<file path="src/rtl/decode_pkg.sv">
// Shared decode-stage types: the decoded micro-op record, fetch epoch width,
// uop queue depth and the serialization predicate used by the queue and dispatch.
package decode_pkg;

  localparam int FETCH_EPOCH_W = 3;
  localparam int UOPQ_DEPTH    = 8;

  typedef struct packed {
    logic                     valid;
    logic [31:0]              pc;
    logic [FETCH_EPOCH_W-1:0] fetch_epoch;
    logic [6:0]               opcode;
    logic [4:0]               rd;
    logic                     is_csr;
    logic                     is_fence;
    logic                     is_ecall;
    logic                     is_ebreak;
    logic                     is_mret;
  } uop_t;

  // A serializing uop may only leave decode once the backend has drained.
  function automatic logic is_serializing(input uop_t u);
    return u.is_csr | u.is_fence | u.is_ecall | u.is_ebreak | u.is_mret;
  endfunction

endpackage

</file>
<file path="src/rtl/uop_queue.sv">
// Decoded-uop FIFO between decode and rename/dispatch. Drops stale-epoch uops at
// entry and holds serializing uops at the head until the backend is empty.
module uop_queue
  import decode_pkg::*;
#(
  parameter int DEPTH = UOPQ_DEPTH  // power of two, >= 2
) (
  input  logic                       clk_i,
  input  logic                       rst_i,
  input  logic                       enq_valid_i,
  input  uop_t                       enq_uop_i,
  output logic                       enq_ready_o,
  input  logic [FETCH_EPOCH_W-1:0]   cur_epoch_i,
  output logic                       deq_valid_o,
  output uop_t                       deq_uop_o,
  input  logic                       deq_ready_i,
  input  logic                       flush_i,
  input  logic                       backend_empty_i,
  output logic [$clog2(DEPTH+1)-1:0] count_o,
  output logic                       drop_o
);

  localparam int PW = $clog2(DEPTH);
  localparam int CW = $clog2(DEPTH+1);

  // Handshake: a transfer happens on a rising edge where valid and ready are
  // both high; valid never waits on ready, and enq_ready ignores deq_ready.

  uop_t          mem [DEPTH];
  logic [PW-1:0] head;
  logic [PW-1:0] tail;
  logic [CW-1:0] count;

  logic full;
  logic enq_fire;
  logic epoch_ok;
  logic wr_en;
  logic deq_fire;
  uop_t head_uop;

  assign full        = (count == CW'(DEPTH));
  assign enq_ready_o = !full && !flush_i;
  assign enq_fire    = enq_valid_i && enq_ready_o && !rst_i;
  assign epoch_ok    = (enq_uop_i.fetch_epoch == cur_epoch_i);
  assign wr_en       = enq_fire && enq_uop_i.valid && epoch_ok;
  assign drop_o      = enq_fire && enq_uop_i.valid && !epoch_ok;

  assign head_uop    = mem[head];
  assign deq_uop_o   = head_uop;
  assign deq_valid_o = !rst_i && (count != '0) && !flush_i &&
                       !(is_serializing(head_uop) && !backend_empty_i);
  assign deq_fire    = deq_valid_o && deq_ready_i;
  assign count_o     = count;

  // Payload storage carries no reset; occupancy alone decides what is live.
  always_ff @(posedge clk_i) begin
    if (wr_en) begin
      mem[tail] <= enq_uop_i;
    end
  end

  always_ff @(posedge clk_i) begin
    if (rst_i || flush_i) begin
      head  <= '0;
      tail  <= '0;
      count <= '0;
    end else begin
      if (wr_en) begin
        tail <= tail + PW'(1);
      end
      if (deq_fire) begin
        head <= head + PW'(1);
      end
      count <= count + CW'(wr_en) - CW'(deq_fire);
    end
  end

endmodule

</file>
<file path="config.mk">
export PLATFORM = sky130hd
export DESIGN_NAME = uop_queue
export DESIGN_NICKNAME = d
export VERILOG_FILES = /design/src/rtl/decode_pkg.sv /design/src/rtl/uop_queue.sv
export SDC_FILE = /design/constraint.sdc
export NUM_CORES = 1
export LEC_CHECK = 0
export ABC_AREA = 1
export BUFFER_PORTS_ARGS = -buffer_cell sky130_fd_sc_hd__buf_2
export CORE_UTILIZATION = 42
export CTS_CLUSTER_SIZE = 24
export DETAILED_ROUTE_END_ITERATION = 7
export PLACE_DENSITY = 0.61
export SLEW_MARGIN = 20
export SYNTH_ARGS = -nofsm -noshare
export SYNTH_HDL_FRONTEND = slang
export SYNTH_SLANG_ARGS = --single-unit
</file>
<file path="constraint.sdc">
create_clock -name clk_i -period 6.9 [get_ports clk_i]
set_clock_uncertainty 0.2 [all_clocks]
set_input_delay 0.69 -clock clk_i [delete_from_list [all_inputs] [get_ports clk_i]]
set_output_delay 0.69 -clock clk_i [all_outputs]
set_load 0.05 [all_outputs]
</file>
==> metrics.md, run 1 <==
| Metric | Value |
|---|---|
| Vias in the first global route | 10389 |
| Post-synth EDFFs | ~420 |
| Max frequency | 220 MHz |
| I/O pins | 122 |
| Initial antenna violation count | 0 |
| Initial cell density of the core | 0.430 |
| Detailed-route wire length per cell | 18.7 um |
| Multi-input logic area | between 3000 and 4000 um2 |
| Worst path required time | 6010 ps |
| Fin Hold WS | 188 ps |
| Final-report hold violation count | 0 |
| Setup Viol. Count Final | 0 |
| Period utilisation layout | 0.659 |
| CP Max Fanout | 52 |
| Max Cap Violations | 0 |
| Relative slew slack | 0.326 |
| CTS tree | built |
| Status | finished clean |
| Warnings, synthesis | 0 |
| Hpwl dp | 19200 um |
| Critical path type | reg2out |
| Yosys top cell area share | 0.738 |
| Leakage | 6.90 nW |
| Clock Sink Count | 437 |
| Die H | around 200 um |
| Synth Instances | 1359 |
| Area growth from synthesis to layout | 15.0% |
| Post-synth ARST share | 0 |
| Filler instances | 3516 |
| Hold buffer count at cts | 0 |
| Total Nets Final | 1533 |
| Worst-path clk slew | roughly 60 ps |
| Critical path buffer and inverter count | 4 |
| Largest delay share family, worst path | buffers and inverters |
| Critical-path cell list | clkinv_2 -> buf_4 -> buf_4 -> o21ai_0 -> o22ai_1 -> nor2_1 -> a31oi_1 -> buf_2 |
| Post-synth top flop | edfxtp_1 |
| Root buffer cell | clkbuf_16 |
| Clock Latency Late Sink | 570 ps |
| Syn avg cell area | 12.7 um2 |
| Post-DRT Antenna Nets | 0 |
| Power, Total | 5.44 mW |
| #FFs+latches synth | about 440 |
| Largest net degree at the start of global routing | roughly 210 |
| Core Region | 40100 um2 |
| Netlist cell types | 34 |
| Hold Path Class | in2reg |
| Setup TNS | 0 ps |
| Die ar. | approximately 42000 um2 |
| Setup bufs post-CTS | 0 |
| Worst Path Arrival | between 3000 and 4000 ps |
| Congestion Overflow GR | 0 |
| All-layer global routing usage | 0.183 |
| Pwr Density | 274 nW/um2 |
| Register area | 13000 um2 |
| Peak per-stage delay on the critical path | roughly 600 ps |
| First-pass GRT wire length | slightly below 60000 um |
| Max Root-Sink Buffers | 3 |
| Residual DRC | 0 |
| Syn Nets | around 1400 |
| Netlist Area Pre-Place | 17200 um2 |
| CP endpoint kind | output pin |
| H-tree depth | 2 |
| Fin crit period | 4550 ps |
| Initial DRC Count | 728 |
| Post-synthesis sequential area ratio | 0.753 |
| Drt via density | ~5.3 |
| CP startpoint kind | flip-flop |
| CTS Buf Count | 46 |
| Peak VDD IR | between 150 and 200 uV |
| Synth area leaders | edfxtp_1 74%, nor2_1 7.7%, o21ai_0 5.7% |
| Synth area leader | edfxtp_1 |
| Slew Limit Fails | 0 |
| RSZ-0062 raised after global routing | no |
| # resized after CTS | 0 |
| RePlAce Congestion | around 0.73 |
| Slowest cell on crit path | buf_4 |
| Die width | just over 200 um |
| Ratio of cells with drive above 1 in the final layout | 0.151 |
| Vias | about 11000 |
| Worst-Margin Slew | 1010 ps |
| # rows | 73 |
| First-pass DRT Iterations | 5 |
| Critical Path Most Common Cell | buf_4 |
| PortBufs | approximately 120 |
| Final wirelength | 37800 um |
[worst paths after layout]
| check | cells after the start | endpoint | slack [ps] | from |
|---|---|---|---|---|
| worst max register to register | 17 | count_o[2] | 2890 | flip-flop |
| worst min register to register | 2 | tail[0] | 290 | tail[0] |
| worst min-delay path | 1 | mem[0][6] | 190 | enq_uop_i[6] |
| worst max-delay path | 8 | deq_uop_o[12] | 2350 | flip-flop |
[synthesized netlist by cell type (3+ instances only)]
library cell and n:
ha_1 7, o22ai_1 48, nor3_1 4, buf_4 3, buf_1 3, buf_6 4, nor2_1 352, clkbuf_1 48
inv_2 3, dfxtp_1 13, o21ai_0 195, nand2_1 66, xnor2_1 3, buf_2 22, a31oi_1 49, inv_1 64
edfxtp_1 424, nand4_1 4, nand3_1 29, a21oi_1 4
[kinds of logic after synthesis]
logic type / share of synthesized area
flip-flops: 0.753
adder cells (fa/ha/maj): 0.00624
XOR/XNOR: 0.00203
AND/OR/NAND/NOR: 0.105
buffers and inverters: 0.0375
AO/OA/AOI/OAI: 0.0960
[stage by stage]
step / instance area, um2 / utilization / std cells / worst slack [ps]
after global routing: 19800 / 0.494 / 2023 / 2180
after CTS: 19800 / 0.494 / 2023 / 2350
after global placement: 18300 / 0.457 / 1940 / 2980
final: 19800 / 0.494 / 2024 / 2350
after floorplan: 17200 / - / 1359 / 800
after detailed placement: 18300 / 0.457 / 1940 / 2910
[registers in the layout, indices dropped and copies added, names as in the netlist, named ones only]
signal	cells
head	3
count_o	4
mem	424
tail	3
[per-layer routing]
layer / global-route usage / vias to the layer above / wire length (um)
met5: 0 / - / 0
met4: 0.0490 / 0 / 677
met3: 0.0358 / 54 / 2030
met2: 0.292 / 264 / 17800
met1: 0.256 / 5290 / 17300
li1: - / 5074 / -
[cell usage in the layout (no fill, tap or decap), types with 10 or more instances in the layout]
cell type,instances
nand2_1,66
nand3_1,29
dfxtp_1,11
clkbuf_16,47
clkbuf_1,10
o21ai_0,195
inv_1,64
nor2_1,348
o22ai_1,48
buf_2,121
edfxtp_1,424
buf_4,16
a31oi_1,49
[final cells by class]
class	count	area share
antenna	1	0.000126
clock buffer	60	0.0633
clock inverter	23	0.0131
inverter	68	0.0136
multi-input combinational	773	0.185
sequential	437	0.656
tap	525	0.0331
timing repair buffer	137	0.0366
[report_power, final]
part	leakage [nW]	internal [mW]	switching, mW
clock network	0.735	1.47	0.985
registers	3.92	2.91	0.000446
logic	2.25	0.0184	0.0525
total	6.90	4.40	1.04
Power figures use the tool's default switching activity.
==> run 2, diff against run 1 <==
PLACE_DENSITY = 0.63   (was 0.61)
clock period = 4.1 ns   (was 6.9 ns; I/O delays follow)
==> run 2 against run 1 <==
Against the previous run: final area up 2.7%; die area stayed put; total power increased by 63%; register-to-register slack worse by 2100 ps; final cell count grew 2.5%; combinational power grew 130%; flip-flop and latch count unchanged; critical path type unchanged; count of clock-buffer cells in the layout fell by 2; setup slack got worse by 2100 ps; global-route usage decreased by 0.36 points; clock power is 55% higher.
==> metrics.md, run 2 (same netlist as run 1, synthesis figures left out) <==
| Metric | Value |
|---|---|
| RePlAce Congestion | 0.773 |
| Max frequency | approximately 260 MHz |
| CP startpoint kind | flip-flop |
| Relative slew slack | 0.484 |
| Initial antenna violation count | 1 |
| Largest net degree at the start of global routing | between 100 and 150 |
| RSZ-0062 raised after global routing | no |
| Pre-CTS setup slack | 747 ps |
| Initial cell density of the core | 0.430 |
| CP Max Fanout | slightly above 60 |
| # rows | 73 |
| Worst-Margin Slew | 774 ps |
| Pwr Density | 436 nW/um2 |
| All-layer global routing usage | 0.180 |
| Hpwl dp | 20200 um |
| Hold Path Class | in2reg |
| Leakage | slightly above 7 nW |
| Root buffer cell | clkbuf_16 |
| Hold wc startpoint | flush_i |
| Vias in the first global route | 10736 |
| First-pass GRT wire length | 58500 um |
| Ratio of cells with drive above 1 in the final layout | 0.143 |
| Vias | 10856 |
| Initial DRC Count | 695 |
| Setup Viol. Count Final | 0 |
| Final-report hold violation count | 0 |
| Status | finished clean |
| Most flop-heavy register | mem |
| Peak VDD IR | 311 uV |
| Max Cap Violations | 0 |
| Power, Total | 8.88 mW |
| Slew Limit Fails | 0 |
| Area growth from synthesis to layout | 18.0% |
| I/O pins | 122 |
| Final wirelength | 37400 um |
| Period utilisation layout | 0.942 |
| Drt via density | 5.23 |
| H-tree depth | 2 |
| # resized after CTS | 0 |
| Worst-path clk slew | 60 ps |
| CP endpoint kind | output pin |
| Fin Hold WS | 18.4 ps |
| Worst Path Arrival | 3250 ps |
| Clock Sink Count | approximately 440 |
| Setup bufs post-CTS | 0 |
| Critical path type | reg2out |
| Most frequent cells in the layout | 424 x edfxtp_1, 348 x nor2_1, 195 x o21ai_0, 121 x buf_2, 66 x nand2_1 |
| First-pass DRT Iterations | 5 |
| Total Nets Final | 1589 |
| Core Region | around 40000 um2 |
| CTS Buf Count | 45 |
| Hold buffer count at cts | 54 |
| PortBufs | 121 |
| Die H | 205 um |
| Residual DRC | 0 |
| Congestion Overflow GR | 0 |
| Max Root-Sink Buffers | 3 |
| CTS tree | built |
| Detailed-route wire length per cell | 18.0 um |
| Worst path required time | 3490 ps |
| Die ar. | between 40000 and 50000 um2 |
| Commonest non-fill, non-tap cell in the layout | edfxtp_1 |
| Fin crit period | approximately 3900 ps |
| Die width | 205 um |
| Final worst slack | 237 ps |
| Filler instances | 3483 |
| Max reg flops | 424 |
| Post-DRT Antenna Nets | 0 |
| Clock Latency Late Sink | 540 ps |
[run 2: cell count changes in the layout (fill, tap and decap cells not counted), sizes merged]
cell         before  now
dlygate4sd3       0   54
buf             137  140
clkinvlp          3    0
bufinv            5    3
clkbuf           60   58
clkinv           16   15
inv              67   68
[run 2: path summary, 6_finish.rpt]
path | depth (start not counted) | slack (ps) | end
hold / removal | 4 | 20 | head[0]
setup / recovery | 7 | 240 | deq_uop_o[9]
hold reg to reg | 2 | 300 | tail[0]
setup reg to reg | 15 | 750 | count_o[2]
[run 2: per-stage QoR]
step                      area (um2)  utilization  setup TNS (ps)  std cells
final                          20400        0.508               0       2074
after global routing           20400        0.508               0       2073
after CTS                      20400        0.508               0       2073
after detailed placement       18500        0.460               0       1943
after global placement         18500        0.460               0       1943
after floorplan                17300            -         -159420       1359
[run 2: routing by layer]
metal / up-vias / global-route usage / wire (um)
met5: - / 0 / 0
met4: 0 / 0.0520 / 824
met3: 69 / 0.0299 / 1850
met2: 269 / 0.299 / 17700
met1: 5333 / 0.242 / 17100
li1: 5185 / - / -
[run 2: layout make-up]
| type | instances | area [um2] | area share |
|---|---|---|---|
| Sequential cell | 437 | 13000 | 0.638 |
| Multi-Input combinational cell | 773 | 3680 | 0.181 |
| Timing Repair Buffer | 194 | 1390 | 0.0682 |
| Clock buffer | 58 | 1190 | 0.0587 |
| Tap cell | 525 | 657 | 0.0323 |
| Inverter | 68 | 265 | 0.0130 |
| Clock inverter | 18 | 169 | 0.00830 |
| Antenna cell | 1 | 2.50 | 0.000123 |
[run 2: power breakdown]
group	switching, mW	total, mW	internal, mW	leakage [nW]
sequential	0.000759	4.90	4.89	3.92
combinational	0.0949	0.160	0.0646	2.55
clock	1.59	3.82	2.23	0.670
total	1.69	8.88	7.19	7.13
[run 2: critical path, stage by stage, from the launching register on]
cell	delay, ps
dfxtp_4	480
buf_4	380
buf_4	640
o21ai_0	200
o22ai_1	190
nor2_1	60
a31oi_1	350
buf_2	350
